==> src/rtl/matrix_uart_loader_if.sv <==
// Frame handshake between the UART loader and the downstream diagonal-sum matrix engine.
`timescale 1ns/1ps
interface matrix_uart_loader_if #(
   parameter int ELEMS = 4
);
   logic                 mat_valid;
   logic                 mat_ready;
   logic [8*ELEMS-1:0]   mat_data;

   modport master (output mat_valid, output mat_data, input mat_ready);
   modport slave  (input mat_valid, input mat_data, output mat_ready);
endinterface

==> src/rtl/matrix_uart_loader.sv <==
// 8N1 UART receiver packing ELEMS bytes per frame into a double-buffered valid/ready output.
// Optional inter-byte timeout that discards partial frames: define LOADER_TIMEOUT_EN.
`timescale 1ns/1ps
module matrix_uart_loader #(
   parameter int CLK_FREQ_HZ  = 100000000,
   parameter int BAUD         = 115200,
   parameter int ELEMS        = 4,
   parameter int TIMEOUT_BITS = 20
) (
   input  logic                                     i_clock,
   input  logic                                     i_reset,
   input  logic                                     i_uart_rx,
   matrix_uart_loader_if.master                     mat_if,
   output logic [$clog2(ELEMS > 1 ? ELEMS : 2)-1:0] o_elem_cnt,
   output logic                                     o_frame_err,
   output logic                                     o_overrun,
   output logic                                     o_timeout
);

   // state   | meaning
   // S_IDLE  | line idle, waiting for a falling start edge
   // S_START | counting to mid start bit to reject glitches
   // S_DATA  | sampling 8 data bits LSB first, one per bit period
   // S_STOP  | sampling the stop bit; high accepts the byte

   localparam int CLKS_PER_BIT = CLK_FREQ_HZ / BAUD;
   localparam int CW           = $clog2(CLKS_PER_BIT);
   localparam int EW           = $clog2(ELEMS > 1 ? ELEMS : 2);
   localparam logic [CW-1:0] FULL_LOAD = CW'(CLKS_PER_BIT - 1);
   localparam logic [CW-1:0] HALF_LOAD = CW'(CLKS_PER_BIT / 2 - 1);
   localparam logic [EW-1:0] LAST_SLOT = EW'(ELEMS - 1);

   typedef enum logic [1:0] {S_IDLE, S_START, S_DATA, S_STOP} state_t;

   state_t               r_state;
   state_t               w_state_nxt;
   logic                 r_rx_meta;
   logic                 r_rx_s;
   logic                 r_rx_prev;
   logic [CW-1:0]        r_bit_cnt;
   logic [2:0]           r_bit_idx;
   logic [7:0]           r_shift;
   logic [EW-1:0]        r_elem_cnt;
   logic [8*ELEMS-1:0]   r_asm;
   logic [8*ELEMS-1:0]   r_mat_data;
   logic                 r_mat_valid;
   logic                 r_overrun;
   logic                 r_frame_err;

   logic                 w_fall;
   logic                 w_tc;
   logic                 w_load_half;
   logic                 w_load_full;
   logic                 w_shift;
   logic                 w_byte_ok;
   logic                 w_stop_bad;
   logic                 w_frame_done;
   logic                 w_to_hit;
   logic [8*ELEMS-1:0]   w_frame;

   always_ff @(posedge i_clock) begin
      if (i_reset) begin
         r_rx_meta <= 1'b1;
         r_rx_s    <= 1'b1;
         r_rx_prev <= 1'b1;
      end else begin
         r_rx_meta <= i_uart_rx;
         r_rx_s    <= r_rx_meta;
         r_rx_prev <= r_rx_s;
      end
   end

   assign w_fall = r_rx_prev & ~r_rx_s;
   assign w_tc   = (r_bit_cnt == '0);

   always_ff @(posedge i_clock) begin
      if (i_reset) r_state <= S_IDLE;
      else         r_state <= w_state_nxt;
   end

   always_comb begin
      w_state_nxt = r_state;
      w_load_half = 1'b0;
      w_load_full = 1'b0;
      w_shift     = 1'b0;
      w_byte_ok   = 1'b0;
      w_stop_bad  = 1'b0;
      case (r_state)
         S_IDLE: begin
            if (w_fall) begin
               w_state_nxt = S_START;
               w_load_half = 1'b1;
            end
         end
         S_START: begin
            if (w_tc) begin
               if (!r_rx_s) begin
                  w_state_nxt = S_DATA;
                  w_load_full = 1'b1;
               end else begin
                  w_state_nxt = S_IDLE;
               end
            end
         end
         S_DATA: begin
            if (w_tc) begin
               w_shift     = 1'b1;
               w_load_full = 1'b1;
               if (r_bit_idx == 3'd7) w_state_nxt = S_STOP;
            end
         end
         S_STOP: begin
            if (w_tc) begin
               w_state_nxt = S_IDLE;
               w_byte_ok   = r_rx_s;
               w_stop_bad  = ~r_rx_s;
            end
         end
         default: w_state_nxt = S_IDLE;
      endcase
   end

   // Bit timer: reload at the sample points, terminal count at zero.
   always_ff @(posedge i_clock) begin
      if (i_reset)          r_bit_cnt <= '0;
      else if (w_load_half) r_bit_cnt <= HALF_LOAD;
      else if (w_load_full) r_bit_cnt <= FULL_LOAD;
      else if (!w_tc)       r_bit_cnt <= r_bit_cnt - 1'b1;
   end

   // The bit index wraps 7 -> 0 on the last data bit, so it is ready for the next byte.
   always_ff @(posedge i_clock) begin
      if (i_reset) begin
         r_bit_idx <= '0;
         r_shift   <= '0;
      end else if (w_shift) begin
         r_bit_idx <= r_bit_idx + 1'b1;
         r_shift   <= {r_rx_s, r_shift[7:1]};
      end
   end

   assign w_frame_done = w_byte_ok && (r_elem_cnt == LAST_SLOT);

   always_comb begin
      w_frame = r_asm;
      w_frame[8*(ELEMS-1) +: 8] = r_shift;
   end

   always_ff @(posedge i_clock) begin
      if (i_reset) begin
         r_elem_cnt <= '0;
         r_asm      <= '0;
      end else if (w_to_hit) begin
         r_elem_cnt <= '0;
      end else if (w_byte_ok) begin
         r_elem_cnt <= (r_elem_cnt == LAST_SLOT) ? '0 : r_elem_cnt + 1'b1;
         for (int k = 0; k < ELEMS; k++) begin
            if (r_elem_cnt == EW'(k)) r_asm[8*k +: 8] <= r_shift;
         end
      end
   end

   // Output buffer: a completed frame loads only if the buffer is free or draining this cycle.
   always_ff @(posedge i_clock) begin
      if (i_reset) begin
         r_mat_valid <= 1'b0;
         r_mat_data  <= '0;
         r_overrun   <= 1'b0;
      end else if (w_frame_done && (!r_mat_valid || mat_if.mat_ready)) begin
         r_mat_valid <= 1'b1;
         r_mat_data  <= w_frame;
      end else begin
         if (w_frame_done)                    r_overrun   <= 1'b1;
         if (r_mat_valid && mat_if.mat_ready) r_mat_valid <= 1'b0;
      end
   end

   always_ff @(posedge i_clock) begin
      if (i_reset) r_frame_err <= 1'b0;
      else         r_frame_err <= w_stop_bad;
   end

`ifdef LOADER_TIMEOUT_EN
   localparam int TO_CYC = TIMEOUT_BITS * CLKS_PER_BIT;
   localparam int TW     = $clog2(TO_CYC);
   localparam logic [TW-1:0] TO_LOAD = TW'(TO_CYC - 1);

   logic [TW-1:0] r_idle_cnt;
   logic          r_timeout;
   logic          w_idle_run;

   assign w_idle_run = (r_state == S_IDLE) && (r_elem_cnt != '0) && !w_fall;
   assign w_to_hit   = w_idle_run && (r_idle_cnt == '0);

   always_ff @(posedge i_clock) begin
      if (i_reset)                       r_idle_cnt <= TO_LOAD;
      else if (!w_idle_run || w_to_hit)  r_idle_cnt <= TO_LOAD;
      else                               r_idle_cnt <= r_idle_cnt - 1'b1;
   end

   always_ff @(posedge i_clock) begin
      if (i_reset) r_timeout <= 1'b0;
      else         r_timeout <= w_to_hit;
   end

   assign o_timeout = r_timeout;
`else
   assign w_to_hit  = 1'b0;
   assign o_timeout = 1'b0;
`endif

   assign mat_if.mat_valid = r_mat_valid;
   assign mat_if.mat_data  = r_mat_data;
   assign o_elem_cnt       = r_elem_cnt;
   assign o_frame_err      = r_frame_err;
   assign o_overrun        = r_overrun;

endmodule

==> src/flat_wrapper.sv <==
// flat-port wrapper written by rule: the top's interface ports become plain ports
module matrix_uart_loader_flat 
#(
   parameter int CLK_FREQ_HZ  = 100000000,
   parameter int BAUD         = 115200,
   parameter int ELEMS        = 4,
   parameter int TIMEOUT_BITS = 20
)
  (i_clock, i_reset, i_uart_rx, o_elem_cnt, o_frame_err, o_overrun, o_timeout, mat_if_mat_valid, mat_if_mat_data, mat_if_mat_ready);
  matrix_uart_loader_if #(.ELEMS(ELEMS)) mat_if_i ();
  input  logic i_clock;
  input  logic i_reset;
  input  logic i_uart_rx;
  output logic [$clog2(ELEMS > 1 ? ELEMS : 2)-1:0] o_elem_cnt;
  output logic o_frame_err;
  output logic o_overrun;
  output logic o_timeout;
  output wire logic [$bits(mat_if_i.mat_valid)-1:0] mat_if_mat_valid;
  output wire logic [$bits(mat_if_i.mat_data)-1:0] mat_if_mat_data;
  input wire logic [$bits(mat_if_i.mat_ready)-1:0] mat_if_mat_ready;
  assign mat_if_mat_valid = mat_if_i.mat_valid;
  assign mat_if_mat_data = mat_if_i.mat_data;
  assign mat_if_i.mat_ready = mat_if_mat_ready;
  matrix_uart_loader #(.CLK_FREQ_HZ(CLK_FREQ_HZ), .BAUD(BAUD), .ELEMS(ELEMS), .TIMEOUT_BITS(TIMEOUT_BITS)) u_core (.i_clock(i_clock), .i_reset(i_reset), .i_uart_rx(i_uart_rx), .mat_if(mat_if_i), .o_elem_cnt(o_elem_cnt), .o_frame_err(o_frame_err), .o_overrun(o_overrun), .o_timeout(o_timeout));
endmodule
==> config.mk <==
export PLATFORM = sky130hd
export DESIGN_NAME = matrix_uart_loader_flat
export DESIGN_NICKNAME = d
export VERILOG_FILES = /design/src/rtl/matrix_uart_loader_if.sv /design/src/rtl/matrix_uart_loader.sv /design/src/flat_wrapper.sv
export SDC_FILE = /design/constraint.sdc
export NUM_CORES = 1
export LEC_CHECK = 0
export BUFFER_PORTS_ARGS = -buffer_cell sky130_fd_sc_hd__buf_2
export CAP_MARGIN = 15
export CORE_UTILIZATION = 25
export DETAILED_ROUTE_END_ITERATION = 8
export PLACE_DENSITY = 0.41
export SLEW_MARGIN = 20
export SYNTH_ARGS = -nofsm -noshare
export SYNTH_HDL_FRONTEND = slang
export SYNTH_SLANG_ARGS = --single-unit
==> constraint.sdc <==
create_clock -name i_clock -period 2.6 [get_ports i_clock]
set_clock_uncertainty 0.2 [all_clocks]
set_input_delay 0.39 -clock i_clock [delete_from_list [all_inputs] [get_ports i_clock]]
set_output_delay 0.39 -clock i_clock [all_outputs]
set_load 0.01 [all_outputs]
==> reports/metrics.csv, run 1 <==
metric,value,unit
cts_buffers,9,
power,3.39,mW
nets,408,
cts_buffer_depth,2,
hold_viol_final,0,
grt.overflow.total,0,
syn_to_final_growth,18.6,%
wl,7990,µm
grt_pass1_vias,2469,
gp_congestion,0.776,
cts_root_buf,clkbuf_16,
syn-cell-area,3680,µm²
clk_pin_slew_worst_paths,60,ps
io-pin-count,42,
coreArea,14100,µm²
reg2reg_from,u_core.r_bit_cnt[0],
fin_hold_ws,36.7,ps
fin_crit,2110,ps
hp-class,primary input to register,
pwr_density_cell,777,nW/µm²
final.setup.tns,0,ps
ys_types,46,
cts_hold_buf,0,
grt_max_degree,44,
path_cells,inv_1 -> ha_1 -> nor4b_4 -> nand3_2 -> or3_1 -> mux2i_1,
postSynthCellCount,352,
final_util,0.310,
dpl-instance-area,4060,µm²
layout-drive-gt1-share,0.188,
clock_latency,340,ps
antenna_cells,0,
fp.dieW,123,µm
yosys_register_bits,87,
critPathArrivalTime,2120,ps
status,finished clean,
period_share,0.810,
crit_path_max_incr_delay,580,ps
crit_fanout,6,
peakVddDrop,326,µV
cts.sinks,87,
crit_required,2610,ps
startpoint,u_core.r_bit_cnt[0],
wl_per_cell,13.8,µm
fmaxAchievable,475,MHz
slew_viol_final,0,
drc,0,
rsz0062_at_grt,false,
htree_levels,3,
grt_util_all_layers,0.113,
vias,2515,
tightest_slew,667,ps
die_y,123,µm
cp-start-kind,register,
post-dp-hpwl,5410,µm
cts_resized,0,
end_kind,register,
cp_slowest_cell,or3_1,
hp-start,i_uart_rx,
cap_violations,0,
slew_headroom,0.555,
final_cell_area,4360,µm²
antenna_found_initial,0,
grt_pass1_wl,12800,µm
syn_nets,367,
cts_setup_buffers,0,
die_area,15200,µm²
syn_avg_cell_area,10.5,µm²
cellLeakagePower,1.91,nW
row_count,43,
dr.pass1.iters,4,
vias_per_cell,4.35,
critical_path_class,register to register,
yosysSeqAreaShare,0.473,
drtIter0Drc,99,
cts_tree,yes,
report.final.setup_viol,0,
port_buffers,40,
start_util,0.261,
postRouteAntennaNets,0,
yosys_warnings,0,
## final timing paths
path	slack (ps)	endpoint	cells after the start
hold reg to reg	210	u_core.r_rx_s	1
hold / removal	40	u_core.r_rx_meta	2
setup / recovery	490	u_core.mat_if.mat_data[25]	6
setup reg to reg	490	u_core.mat_if.mat_data[25]	6
## flip-flops by register name, indices dropped and copies added, names as in the netlist, 2 cells and up, named ones only
name and cells:
u_core.mat_if.mat_data 32, u_core.r_asm 24, u_core.r_bit_cnt 10, u_core.r_shift 8, u_core.r_bit_idx 3, u_core.o_elem_cnt 2
## per-stage QoR
| stage | setup WS, ps | instances |
|---|---|---|
| after floorplan | 494 | 352 |
| after global placement | 523 | 562 |
| after detailed placement | 491 | 562 |
| after CTS | 472 | 578 |
| after global routing | 315 | 578 |
| final | 494 | 578 |
## layer usage
| layer | vias up | share of wire | track usage |
|---|---|---|---|
| li1 | 1280 | - | - |
| met1 | 1195 | 0.49 | 0.146 |
| met2 | 33 | 0.46 | 0.174 |
| met3 | 7 | 0.040 | 0.0401 |
| met4 | 0 | 0.012 | 0.0407 |
| met5 | - | 0 | 0 |
## cells in the final DEF, fill, tap and decap left out, types with 2 or more instances in the layout
| cell | Yosys | routed |
|---|---|---|
| nor3_2 | 2 | 2 |
| nand2b_1 | 67 | 67 |
| or3_1 | 4 | 4 |
| nand3_1 | 4 | 4 |
| o21ai_0 | 4 | 4 |
| nor3_1 | 2 | 2 |
| clkbuf_16 | 0 | 9 |
| nand2_1 | 9 | 9 |
| clkinv_2 | 0 | 2 |
| buf_4 | 2 | 7 |
| ha_1 | 11 | 11 |
| inv_1 | 9 | 9 |
| a211o_1 | 2 | 2 |
| nor2b_1 | 6 | 6 |
| nor2_1 | 14 | 14 |
| buf_2 | 3 | 40 |
| or2_2 | 2 | 2 |
| nand4_1 | 2 | 2 |
| a21oi_1 | 13 | 13 |
| a31oi_1 | 2 | 2 |
| and3_1 | 5 | 5 |
| inv_6 | 0 | 3 |
| dfxtp_1 | 87 | 87 |
| nand2_2 | 3 | 3 |
| and2_1 | 2 | 2 |
| mux2i_1 | 65 | 65 |
## kinds of logic (layout without fill, tap and decap cells)
group / count (synthesis) / after routing / share of synthesized area
compound gates: 31 / 31 / 0.0537
xor+xnor: 2 / 2 / 0.00476
fa+ha+maj: 11 / 11 / 0.0374
buf+inv: 27 / 73 / 0.0415
flops: 87 / 87 / 0.473
mux: 65 / 65 / 0.177
other cells: 1 / 1 / 0.00102
simple gates: 128 / 128 / 0.211
## area by class of cell
cell class	count	area, µm²
repair buffers	48	273
clock inverters	6	66.3
well taps	180	225
clock buffers	10	239
inverters	9	33.8
flip-flops and latches	87	1740
fillers	1484	9730
multi-input cells	238	1790
## critical path: cells and delay by family, from the launching register on
| kind | cells | cell delay [ps] |
|---|---|---|
| adders and majority gates | 1 | 210 |
| buffers and inverters | 1 | 70 |
| DFF | 1 | 310 |
| muxes | 1 | 180 |
| and+or+nand+nor | 3 | 1010 |
## power by group
part | internal [mW] | total, mW | switching, mW
clock network | 0.778 | 1.33 | 0.555
registers | 1.40 | 1.49 | 0.0900
logic | 0.256 | 0.567 | 0.311
total | 2.44 | 3.39 | 0.957
## cells in the mapped netlist (all sizes together)
cell | count | area, µm²
a221oi | 1 | 8.76
a41oi | 1 | 8.76
dfxtp | 87 | 1740
nor2b | 6 | 37.5
mux2i | 65 | 651
nor3 | 5 | 46.3
o21a | 1 | 7.51
conb | 1 | 3.75
nor4b | 1 | 23.8
ha | 11 | 138
and3 | 5 | 31.3
and4 | 1 | 8.76
nor4 | 1 | 6.26
xnor2 | 1 | 8.76
nand2b | 67 | 419
xor2 | 1 | 8.76
inv | 9 | 33.8
a21oi | 13 | 65.1
o31ai | 1 | 7.51
a31oi | 2 | 12.5
o21ai | 4 | 20.0
or3 | 4 | 25.0
nor3b | 1 | 7.51
nand2 | 12 | 52.6
nand3 | 5 | 30.0
a211o | 2 | 17.5
nor2 | 14 | 52.6
a2111oi | 1 | 8.76
and2 | 2 | 12.5
a31o | 1 | 8.76
a211oi | 1 | 7.51
clkbuf | 9 | 33.8
o2111ai | 1 | 8.76
o211ai | 1 | 7.51
buf | 9 | 85.1
a311oi | 1 | 8.76
nand4 | 2 | 12.5
or2 | 2 | 12.5
(Power assumes the default switching activity.)
==> inputs of run 2 (changes only) <==
Clock period 2.6 ns to 2.1 ns, I/O delays scaled along.
==> reports/metrics.csv, run 2 (synthesized netlist as in run 1, its figures left out) <==
metric,value,unit,change
status,finished clean,,
start_util,0.261,,unchanged
r2r_cells,8,,+2
critical_path_class,register to register,,
clk_pin_slew_worst_paths,70,ps,about the same
port_buffers,40,,unchanged
final_cell_area,4550,µm²,+4.3%
grt_util_all_layers,0.113,,-0.000393
grt_use_met3,0.0295,,-0.0106
grt_pass1_vias,2449,,-0.81%
slew_viol_final,0,,unchanged
slew_headroom,0.642,,+0.0861
power_frac_comb,0.184,,+0.017
r2r-end,u_core.mat_if.mat_data[21],,
dpl-instance-area,4130,µm²,+1.7%
coreArea,14100,µm²,unchanged
reg2reg_from,u_core.r_bit_cnt[1],,
dr.pass1.iters,4,,unchanged
cts.sinks,87,,unchanged
use_met1,0.142,,-0.00397
period_share,0.947,,+0.137
pwr-share-clk,0.401,,+0.008
cts_buffer_depth,2,,unchanged
drtIter0Drc,102,,+3.0%
critPathArrivalTime,2060,ps,-60 ps
hold_end,u_core.mat_if.mat_valid,,
path_cells,inv_1 -> ha_4 -> nor4b_4 -> nand3_2 -> nor3_4 -> buf_6 -> clkbuf_16 -> mux2i_1,,
grt.overflow.total,0,,unchanged
io-pin-count,42,,unchanged
tightest_slew,538,ps,-129 ps
p_switching,1.19,mW,+24%
cp-start-kind,register,,
report.final.setup_viol,0,,unchanged
drc,0,,unchanged
grt_pass1_wl,12700,µm,-0.75%
end_kind,register,,
hp-class,primary input to register,,
fmaxAchievable,503,MHz,+5.9%
wl_per_cell,13.8,µm,+0.14%
grt_max_degree,34,,-23%
hold_viol_final,0,,unchanged
cts_root_buf,clkbuf_16,,
post-dp-hpwl,5390,µm,-0.43%
vias_per_cell,4.31,,-0.89%
layout_commonest_cell,dfxtp_1,,
final.setup.tns,0,ps,unchanged
syn_to_final_growth,23.7,%,
htree_levels,3,,unchanged
pwr_density_cell,976,nW/µm²,+26%
cts_buffers,9,,unchanged
seq_power_share,0.415,,-0.025
r2r_setup_slack,110,ps,-380 ps
hp-start,mat_if_mat_ready,,
crit_path_max_incr_delay,320,ps,-260 ps
wl,8190,µm,+2.6%
fin_crit,1990,ps,-118 ps
fin_hold_ws,159,ps,+122 ps
final_cell_mix,"dfxtp_1 (86), nand2b_1 (67), mux2i_1 (65)",,
crit_fanout,7,,+1
largest_reg_flops,32,,unchanged
cts_tree,yes,,
netSwitchingFraction,0.267,,-0.0152
rsz0062_at_grt,false,,
busiest_layer,met2,,
cap_violations,0,,unchanged
fp.dieW,123,µm,unchanged
crit_required,2170,ps,-440 ps
cellLeakagePower,2.00,nW,+4.7%
min_path_cells,4,,+2
gp_congestion,0.760,,-2.1%
vias,2553,,+1.5%
clock_latency,340,ps,about the same
die_y,123,µm,unchanged
antenna_cells,0,,unchanged
cp_slowest_cell,dfxtp_1,,
grtUsageMet2,0.174,,unchanged
antenna_found_initial,0,,unchanged
nets,422,,+3.4%
peakVddDrop,454,µV,+39%
die_area,15200,µm²,unchanged
p_int,3.26,mW,+34%
layout-drive-gt1-share,0.226,,+0.0373
row_count,43,,unchanged
postRouteAntennaNets,0,,unchanged
## run 2: cell types whose count changed in the layout (fill, tap and decap cells not counted), sizes merged
cell,before,now
inv,12,9
clkbuf,10,13
bufinv,1,2
buf,48,60
dlygate4sd3,0,1
## run 2: how the worst max path moves through the flow
| stage | startpoint | end | slack (ps) | cells after the start |
|---|---|---|---|---|
| final | u_core.r_bit_cnt[1] | u_core.mat_if.mat_data[21] | 110 | 8 |
| after global routing | u_core.r_bit_cnt[1] | u_core.mat_if.mat_data[4] | 2 | 8 |
| after CTS | u_core.r_bit_cnt[0] | u_core.mat_if.mat_data[24] | 30 | 6 |
| after detailed placement | u_core.r_bit_cnt[0] | u_core.mat_if.mat_data[24] | 60 | 6 |
| after global placement | u_core.r_bit_cnt[0] | u_core.mat_if.mat_data[25] | 80 | 6 |
| after floorplan | u_core.r_bit_cnt[0] | u_core.mat_if.mat_data[27] | 10 | 9 |
## run 2: stage by stage
stage               power [mW]  setup slack, ps   util  instances
detailed placement        2.66             63.7  0.293        571
CTS                       4.46             28.0  0.317        588
global placement          2.65             77.5  0.293        571
global route              4.68             1.85  0.323        592
finish                    4.44              112  0.323        592
floorplan                 2.41             10.6      -        352
## run 2: layout make-up
type / instances / area, µm²
Timing Repair Buffer: 62 / 405
Clock buffer: 12 / 256
Tap cell: 180 / 225
Fill cell: 1447 / 9540
Clock inverter: 4 / 77.6
Inverter: 9 / 33.8
Multi-Input combinational cell: 238 / 1810
Sequential cell: 87 / 1740
## run 2: power groups by stage
stage / clock [mW] / combinational, mW / sequential (mW)
3_5_place_dp: 0 / 0.780 / 1.88
5_1_grt: 1.91 / 0.918 / 1.86
2_1_floorplan: 0 / 0.549 / 1.86
4_1_cts: 1.84 / 0.784 / 1.84
3_3_place_gp: 0 / 0.778 / 1.88
6_report: 1.78 / 0.817 / 1.85
## run 2: critical path, delay by kind of cell, from the launching register on
| family | cells | cell delay [ps] |
|---|---|---|
| DFF | 1 | 320 |
| and+or+nand+nor | 3 | 680 |
| adders and majority gates | 1 | 130 |
| muxes | 1 | 170 |
| buffers and inverters | 3 | 410 |
## run 2: repair_timing
action                                 CTS  global route
setup buffers                            0             2
endpoints found under the hold margin    1             0
setup endpoints to repair                0            48
hold buffers                             1             0
resized for setup                        0             9
## run 2: layer usage
layer | wire (µm) | vias up | part of all wire
met5 | 0 | - | 0
met1 | 4030 | 1188 | 0.49
met2 | 3720 | 39 | 0.45
met4 | 158 | 0 | 0.019
li1 | - | 1315 | -
met3 | 291 | 11 | 0.036
